<file path="src/rtl/luces_monitor.sv">
// rtl/luces_monitor.sv - receive-side checker for the 5-LED bounce (chaser) pattern
module luces_monitor #(
  parameter int LOCK_COUNT = 8,
  parameter int ERR_W      = 8
) (
  input  logic             clk,
  input  logic             rst,
  input  logic [4:0]       leds_in,
  input  logic             sample_en,
  output logic [2:0]       phase,
  output logic [2:0]       position,
  output logic             dir,
  output logic             locked,
  output logic             err,
  output logic [ERR_W-1:0] err_count
);

  typedef enum logic [1:0] {HUNT, LOCKING, LOCKED} state_t;

  localparam logic [7:0]       LOCK_CNT = LOCK_COUNT[7:0];
  localparam logic [ERR_W-1:0] ERR_MAX  = {ERR_W{1'b1}};
  localparam logic [ERR_W-1:0] ERR_ONE  = {{(ERR_W-1){1'b0}}, 1'b1};

  state_t           state_q;
  logic [2:0]       phase_q, position_q;
  logic             dir_q, locked_q, err_q;
  logic [ERR_W-1:0] err_count_q;
  logic [7:0]       match_cnt_q;

  logic [2:0] next_phase;
  logic [4:0] expected;

  function automatic logic [4:0] pattern_of(input logic [2:0] p);
    case (p)
      3'd0:    pattern_of = 5'b10000;
      3'd1:    pattern_of = 5'b01000;
      3'd2:    pattern_of = 5'b00100;
      3'd3:    pattern_of = 5'b00010;
      3'd4:    pattern_of = 5'b00001;
      3'd5:    pattern_of = 5'b00010;
      3'd6:    pattern_of = 5'b00100;
      default: pattern_of = 5'b01000;
    endcase
  endfunction

  // Phases 5..7 retrace positions 3..1 on the return sweep.
  function automatic logic [2:0] position_of(input logic [2:0] p);
    position_of = (p <= 3'd4) ? p : 3'd0 - p;
  endfunction

  assign next_phase = phase_q + 3'd1;
  assign expected   = pattern_of(next_phase);

  always_ff @(posedge clk) begin
    if (rst) begin
      state_q     <= HUNT;
      phase_q     <= 3'd0;
      position_q  <= 3'd0;
      dir_q       <= 1'b0;
      locked_q    <= 1'b0;
      err_q       <= 1'b0;
      err_count_q <= '0;
      match_cnt_q <= 8'd0;
    end else begin
      err_q <= 1'b0;
      if (sample_en) begin
        case (state_q)
          HUNT: begin
            if (leds_in == 5'b10000 || leds_in == 5'b00001) begin
              phase_q     <= (leds_in == 5'b10000) ? 3'd0 : 3'd4;
              position_q  <= (leds_in == 5'b10000) ? 3'd0 : 3'd4;
              dir_q       <= 1'b0;
              match_cnt_q <= 8'd1;
              if (LOCK_CNT == 8'd1) begin
                state_q  <= LOCKED;
                locked_q <= 1'b1;
              end else begin
                state_q <= LOCKING;
              end
            end
          end
          LOCKING: begin
            // expected is one-hot, so an invalid pattern always mismatches
            if (leds_in == expected) begin
              phase_q     <= next_phase;
              position_q  <= position_of(next_phase);
              dir_q       <= (next_phase >= 3'd5);
              match_cnt_q <= match_cnt_q + 8'd1;
              if (match_cnt_q + 8'd1 == LOCK_CNT) begin
                state_q  <= LOCKED;
                locked_q <= 1'b1;
              end
            end else begin
              state_q     <= HUNT;
              match_cnt_q <= 8'd0;
            end
          end
          default: begin
            if (leds_in == expected) begin
              phase_q    <= next_phase;
              position_q <= position_of(next_phase);
              dir_q      <= (next_phase >= 3'd5);
            end else begin
              state_q     <= HUNT;
              locked_q    <= 1'b0;
              err_q       <= 1'b1;
              match_cnt_q <= 8'd0;
              if (err_count_q != ERR_MAX)
                err_count_q <= err_count_q + ERR_ONE;
            end
          end
        endcase
      end
    end
  end

  assign phase     = phase_q;
  assign position  = position_q;
  assign dir       = dir_q;
  assign locked    = locked_q;
  assign err       = err_q;
  assign err_count = err_count_q;

endmodule

</file>
<file path="config.mk">
export PLATFORM = sky130hd
export DESIGN_NAME = luces_monitor
export DESIGN_NICKNAME = d
export VERILOG_FILES = /design/src/rtl/luces_monitor.sv
export SDC_FILE = /design/constraint.sdc
export NUM_CORES = 1
export LEC_CHECK = 0
export ABC_CLOCK_PERIOD_IN_PS = 5620
export CAP_MARGIN = 20
export CORE_MARGIN = 4
export CORE_UTILIZATION = 50
export DETAILED_ROUTE_END_ITERATION = 6
export GPL_ROUTABILITY_DRIVEN = 0
export MAX_ROUTING_LAYER = met4
export PLACE_DENSITY = 0.81
export SYNTH_ARGS = -nofsm -noshare
export SYNTH_HDL_FRONTEND = slang
export SYNTH_SLANG_ARGS = --single-unit
export TNS_END_PERCENT = 50
</file>
<file path="constraint.sdc">
create_clock -name clk -period 5.62 [get_ports clk]
set_input_delay 0.843 -clock clk [delete_from_list [all_inputs] [get_ports clk]]
set_output_delay 0.843 -clock clk [all_outputs]
set_load 0.05 [all_outputs]
</file>
# Word-level counts from Yosys, hierarchy flattened
# Index checks and enable logic that the tools add are counted.
classes:
  n_addsub: 4
  n_lt_le_gt_ge: 2
  eq_ne: 17
  muxes: 25
  bitwise_logic: 4
  n_reduce_logical: 13
ops:
  columns: ["operator", "n"]
  rows:
  - ["8-bit 2-to-1 mux", 3]
  - ["3-bit 2-to-1 mux", 7]
  - ["5-bit one-hot mux with 4 select lines", 1]
  - ["8-bit by 1-bit adder with 8-bit output, second input constant", 2]
  - ["8-bit one-hot mux with 2 select lines", 1]
  - ["3-bit equality test, second input constant", 3]
  - ["8-bit by 4-bit equality test with 1-bit output, second input constant", 1]
  - ["2-bit 2-to-1 mux", 4]
  - ["8-bit != test, second input constant", 1]
  - ["4-bit AND reduction", 2]
  - ["1-bit 2-to-1 mux", 7]
  - ["3-bit by 2-bit equality test with 1-bit output, second input constant", 2]
  - ["2-bit != test, second input constant", 3]
  - ["3-bit AND reduction", 2]
  - ["2-bit OR reduction", 3]
  - ["5-bit by 1-bit equality test with 1-bit output, second input constant", 1]
  - ["5-bit equality test", 1]
  - ["5-bit equality test, second input constant", 1]
  - ["5-bit AND reduction", 1]
  - ["1-bit NOT", 4]
  - ["2-bit one-hot mux with 2 select lines", 1]
  - ["4-bit OR reduction", 1]
  - ["3-bit by 1-bit adder with 3-bit output, second input constant", 1]
  - ["3-bit >= comparator, second input constant", 1]
  - ["11 further kinds", 11]
word_totals:
  regBits: 27
  in_bits: 8
  output_inout_bits: 17
  elab_cells: 73

# Logic depth before layout (Yosys ltp)
logic_depth:
  word_depth: 7
  ltp_mapped: 13

# Worst setup path before layout
# OpenSTA, ideal clock, no wires.
synth_timing:
  kind: "reg-to-reg"
  from: "register position[0] (netlist name)"
  to: "register match_cnt_q[4]"
  setup_ns: 0.088
  arrival_time_ns: 3.232
  path_slack_ns: 2.301
  stages_incl_launch_ff: 13
  path_buffers: 2
  cell_sequence: "dfxtp_1 > ha_1 > buf_2 > xor2_2 > mux2i_1 > mux2i_2 > nor2_1 > buf_2 > ha_1 > nor2_1 > o21a_1 > nand4b_1 > o31ai_1"
synth_lines:
  columns: ["element", "line", "text"]
  rows:
  - ["end signal: assignment", "88", "match_cnt_q <= match_cnt_q + 8'd1;"]
  - ["end: declaration", "28", "logic [7:0] match_cnt_q;"]

==> insert_results.sql <==
INSERT INTO impl_metrics (metric_group, metric, value, unit) VALUES
('timing', 'timing.setup.tns', '0', 'ns'),
('finish', 'antennaDiodeCount', '0', ''),
('power_and_ir_drop', 'sequentialPowerShare', '63.3', '%'),
('global_routing', 'grt_pass1_wl', '6560', 'µm'),
('global_routing', 'grt_use_total', '19.5', '%'),
('routing', 'firstDrtPassIters', '4', ''),
('floorplan', 'num_rows', '20', ''),
('yosys', 'netlist.top_cell.by_area', 'sky130_fd_sc_hd__dfxtp_1', ''),
('routing', 'drt_wl_total', '3750', 'µm'),
('floorplan', 'io-pin-count', '25', ''),
('routing', 'drt_iter0_markers', '153', ''),
('global_routing', 'gr-total-overflow', '0', ''),
('finish', 'finalNetCount', '233', ''),
('power_and_ir_drop', 'cellInternalPower', '222', 'µW'),
('power_and_ir_drop', 'combPwrFrac', '9.6', '%'),
('setup_path', 'timing.critical_path.mode_cell', 'sky130_fd_sc_hd__nor2_1', ''),
('timing', 'finalCriticalPeriod', '3.53', 'ns'),
('power_and_ir_drop', 'power_switching_share', '24.6', '%'),
('setup_path', 'r2r.worst_path.cells', '11', ''),
('setup_path', 'reg2reg_setup_slack', '2.09', 'ns'),
('finish', 'final_cell_mix', 'sky130_fd_sc_hd__dfxtp_1, sky130_fd_sc_hd__clkdlybuf4s50_1, sky130_fd_sc_hd__nor2_1', ''),
('yosys', 'synth_flop_cell', 'sky130_fd_sc_hd__dfxtp_1', ''),
('clock_network', 'ctsResizeCount', '0', ''),
('clock_network', 'post_cts_hold_buffer_count', '0', ''),
('timing', 'tightest_slew', '0.961', 'ns'),
('setup_path', 'cp.depth', '11', ''),
('routing', 'vias_per_cell', '5.82', ''),
('status', 'run_status', 'completed', ''),
('clock_network', 'clk_transition_reported_paths', '0.15', 'ns'),
('yosys', 'synth_top_area_share', '31.3', '%'),
('yosys', 'count_of_flip_flops_with_a_built_in_enable_after_synthesis', '0', ''),
('routing', 'wl_per_cell', '14.6', 'µm'),
('setup_path', 'reg2reg_to', 'match_cnt_q[4]$_SDFFE_PP0P_', ''),
('setup_path', 'number_of_buffer_and_inverter_stages_on_the_critical_path', '0', ''),
('finish', 'area_growth_syn_to_layout', '16.3', '%'),
('floorplan', 'floorplan.initialDensity', '53.5', '%'),
('job', 'max-cap-violations', '0', ''),
('power_and_ir_drop', 'share_clk_of_total_power', '27.1', '%'),
('yosys', 'synth.cell_area', '1660', 'µm²'),
('global_routing', 'largest_net_degree_at_the_start_of_global_routing', '30', ''),
('timing', 'skew', '0.0137', 'ns'),
('setup_path', 'crit-reg2reg-launch', 'position[0]$_SDFFE_PP0P_', ''),
('setup_path', 'crit_path_start', 'position[0]$_SDFFE_PP0P_', ''),
('setup_path', 'critPathCapture', 'match_cnt_q[4]$_SDFFE_PP0P_', ''),
('clock_network', 'clk_root_buffer_cell', 'sky130_fd_sc_hd__clkbuf_4', ''),
('global_routing', 'grt_antenna_before_repair', '0', ''),
('clock_network', 'cts_tree', 'built', ''),
('routing', 'detailroute.via_count', '1495', ''),
('timing', 'setup-violations-final', '0', ''),
('setup_path', 'setup.worst_path.end_class', 'flop', ''),
('routing', 'detail-route-antenna-nets', '0', ''),
('setup_path', 'arrival', '3.78', 'ns'),
('timing', 'hold_viol', '0', ''),
('yosys', 'syn_avg_cell_area', '8.51', 'µm²'),
('yosys', 'synth.top_cells.by_area', 'sky130_fd_sc_hd__dfxtp_1, sky130_fd_sc_hd__ha_1, sky130_fd_sc_hd__nor2_1', ''),
('floorplan', 'die_w', '65.6', 'µm'),
('timing', 'final.period_utilization', '62.8', '%'),
('yosys', 'number_of_synthesized_register_bits', '26', ''),
('placed_design', 'post-dp-hpwl', '2780', 'µm'),
('clock_network', 'clk_lat_worst_skew', '0.32', 'ns'),
('clock_network', 'max-clock-path-buffers', '2', ''),
('yosys', 'mappedNetlistNets', '213', ''),
('yosys', 'postSynth.asyncResetShare', '0', '%'),
('timing', 'fmaxAchievable', '283', 'MHz'),
('timing', 'worst_slew_margin_rel', '35.8', '%'),
('setup_path', 'path_class', 'reg2reg', ''),
('setup_path', 'critical_path_cell_sequence', 'ha_1 > xnor2_1 > nor3b_1 > o311ai_4 > nor2_1 > ha_1 > nor2_1 > o21a_1 > nor2_1 > a32oi_1 > o31ai_1', ''),
('setup_path', 'critPathLaunchType', 'flop', ''),
('floorplan', 'die_y', '65.6', 'µm'),
('setup_path', 'cp_max_fo', '13', ''),
('finish', 'fraction_of_final_layout_cells_with_drive_strength_greater_than_1', '6.57', '%');
==> worst reg2reg max path, stage by stage, from the launching register on <==
cell,delay (ns)
sky130_fd_sc_hd__dfxtp_1,0.55
sky130_fd_sc_hd__ha_1,0.38
sky130_fd_sc_hd__xnor2_1,0.18
sky130_fd_sc_hd__nor3b_1,0.36
sky130_fd_sc_hd__o311ai_4,0.17
sky130_fd_sc_hd__nor2_1,0.67
sky130_fd_sc_hd__ha_1,0.34
sky130_fd_sc_hd__nor2_1,0.08
sky130_fd_sc_hd__o21a_1,0.22
sky130_fd_sc_hd__nor2_1,0.29
sky130_fd_sc_hd__a32oi_1,0.11
sky130_fd_sc_hd__o31ai_1,0.12
==> per-layer routing <==
layer	share of wire [%]	wire (µm)	GRT usage, %	up-vias
met5	0	0	-	-
met4	0.51	19	4.15	0
met3	3.1	115	4.10	2
met2	50	1880	33.0	29
met1	46	1740	23.7	705
li1	-	-	-	759
==> state kept, by name, summed over array words and instances, names as in the netlist <==
register / flops
state_q: 2
dir: 1
err_count: 8
locked: 1
err: 1
position: 3
match_cnt_q: 8
phase: 2
==> how the worst min path moves through the flow <==
stage	startpoint	end	slack, ns	cells after the start
finish	position[1]$_SDFFE_PP0P_	position[1]$_SDFFE_PP0P_	0.50	2
global route	position[1]$_SDFFE_PP0P_	position[1]$_SDFFE_PP0P_	0.54	2
CTS	position[1]$_SDFFE_PP0P_	position[1]$_SDFFE_PP0P_	0.50	2
detailed placement	position[1]$_SDFFE_PP0P_	position[1]$_SDFFE_PP0P_	0.48	2
global placement	position[1]$_SDFFE_PP0P_	position[1]$_SDFFE_PP0P_	0.46	2
floorplan	match_cnt_q[7]$_SDFFE_PP0P_	match_cnt_q[7]$_SDFFE_PP0P_	0.46	1
==> power groups by stage <==
stage,clock network [µW],registers (µW),logic [µW]
2_1_floorplan,0,191,16.5
3_3_place_gp,0,190,27.1
3_5_place_dp,0,190,28.1
4_1_cts,81.8,186,28.1
5_1_grt,87.8,186,31.2
6_report,79.8,186,28.3
==> stage by stage <==
step | power [µW] | hold WS, ns | cell area (µm²) | std cells | worst slack [ns]
2_1_floorplan | 208 | 0.458 | 1660 | 195 | 2.30
3_3_place_gp | 217 | 0.458 | 1910 | 254 | 2.02
5_1_grt | 305 | 0.543 | 1930 | 257 | 1.74
6_report | 294 | 0.499 | 1930 | 257 | 2.09
3_5_place_dp | 218 | 0.478 | 1910 | 254 | 1.84
4_1_cts | 296 | 0.498 | 1930 | 257 | 2.11
==> cell families after synthesis <==
logic type / share of synthesized area (%)
DFF: 31.3
xor gates and xnor gates: 3.62
adders and majority gates: 7.54
muxes: 4.67
AOI/OAI and AO/OA: 21.5
and+or+nand+nor: 26.9
buffers and inverters: 4.45
==> final cells by class <==
class                           count  area, µm²  area share [%]
Clock buffer                        3       22.5            1.17
Inverter                            7       26.3            1.36
Tap cell                           44       55.1            2.85
Multi-Input combinational cell    153       1070            55.2
Sequential cell                    26        520            27.0
Timing Repair Buffer               24        240            12.4
==> synthesized netlist by cell type, types with 5 or more instances <==
cell and n:
sky130_fd_sc_hd__o21ai_0 8, sky130_fd_sc_hd__ha_1 10, sky130_fd_sc_hd__nand2b_1 5, sky130_fd_sc_hd__clkbuf_1 5, sky130_fd_sc_hd__dfxtp_1 26, sky130_fd_sc_hd__o31ai_1 8, sky130_fd_sc_hd__a32oi_1 5, sky130_fd_sc_hd__nor3_1 7
sky130_fd_sc_hd__nand3_1 9, sky130_fd_sc_hd__a21oi_1 9, sky130_fd_sc_hd__nor2_1 18, sky130_fd_sc_hd__inv_1 7, sky130_fd_sc_hd__nand2_1 11
Note: power is estimated with default switching activity, not from simulation.
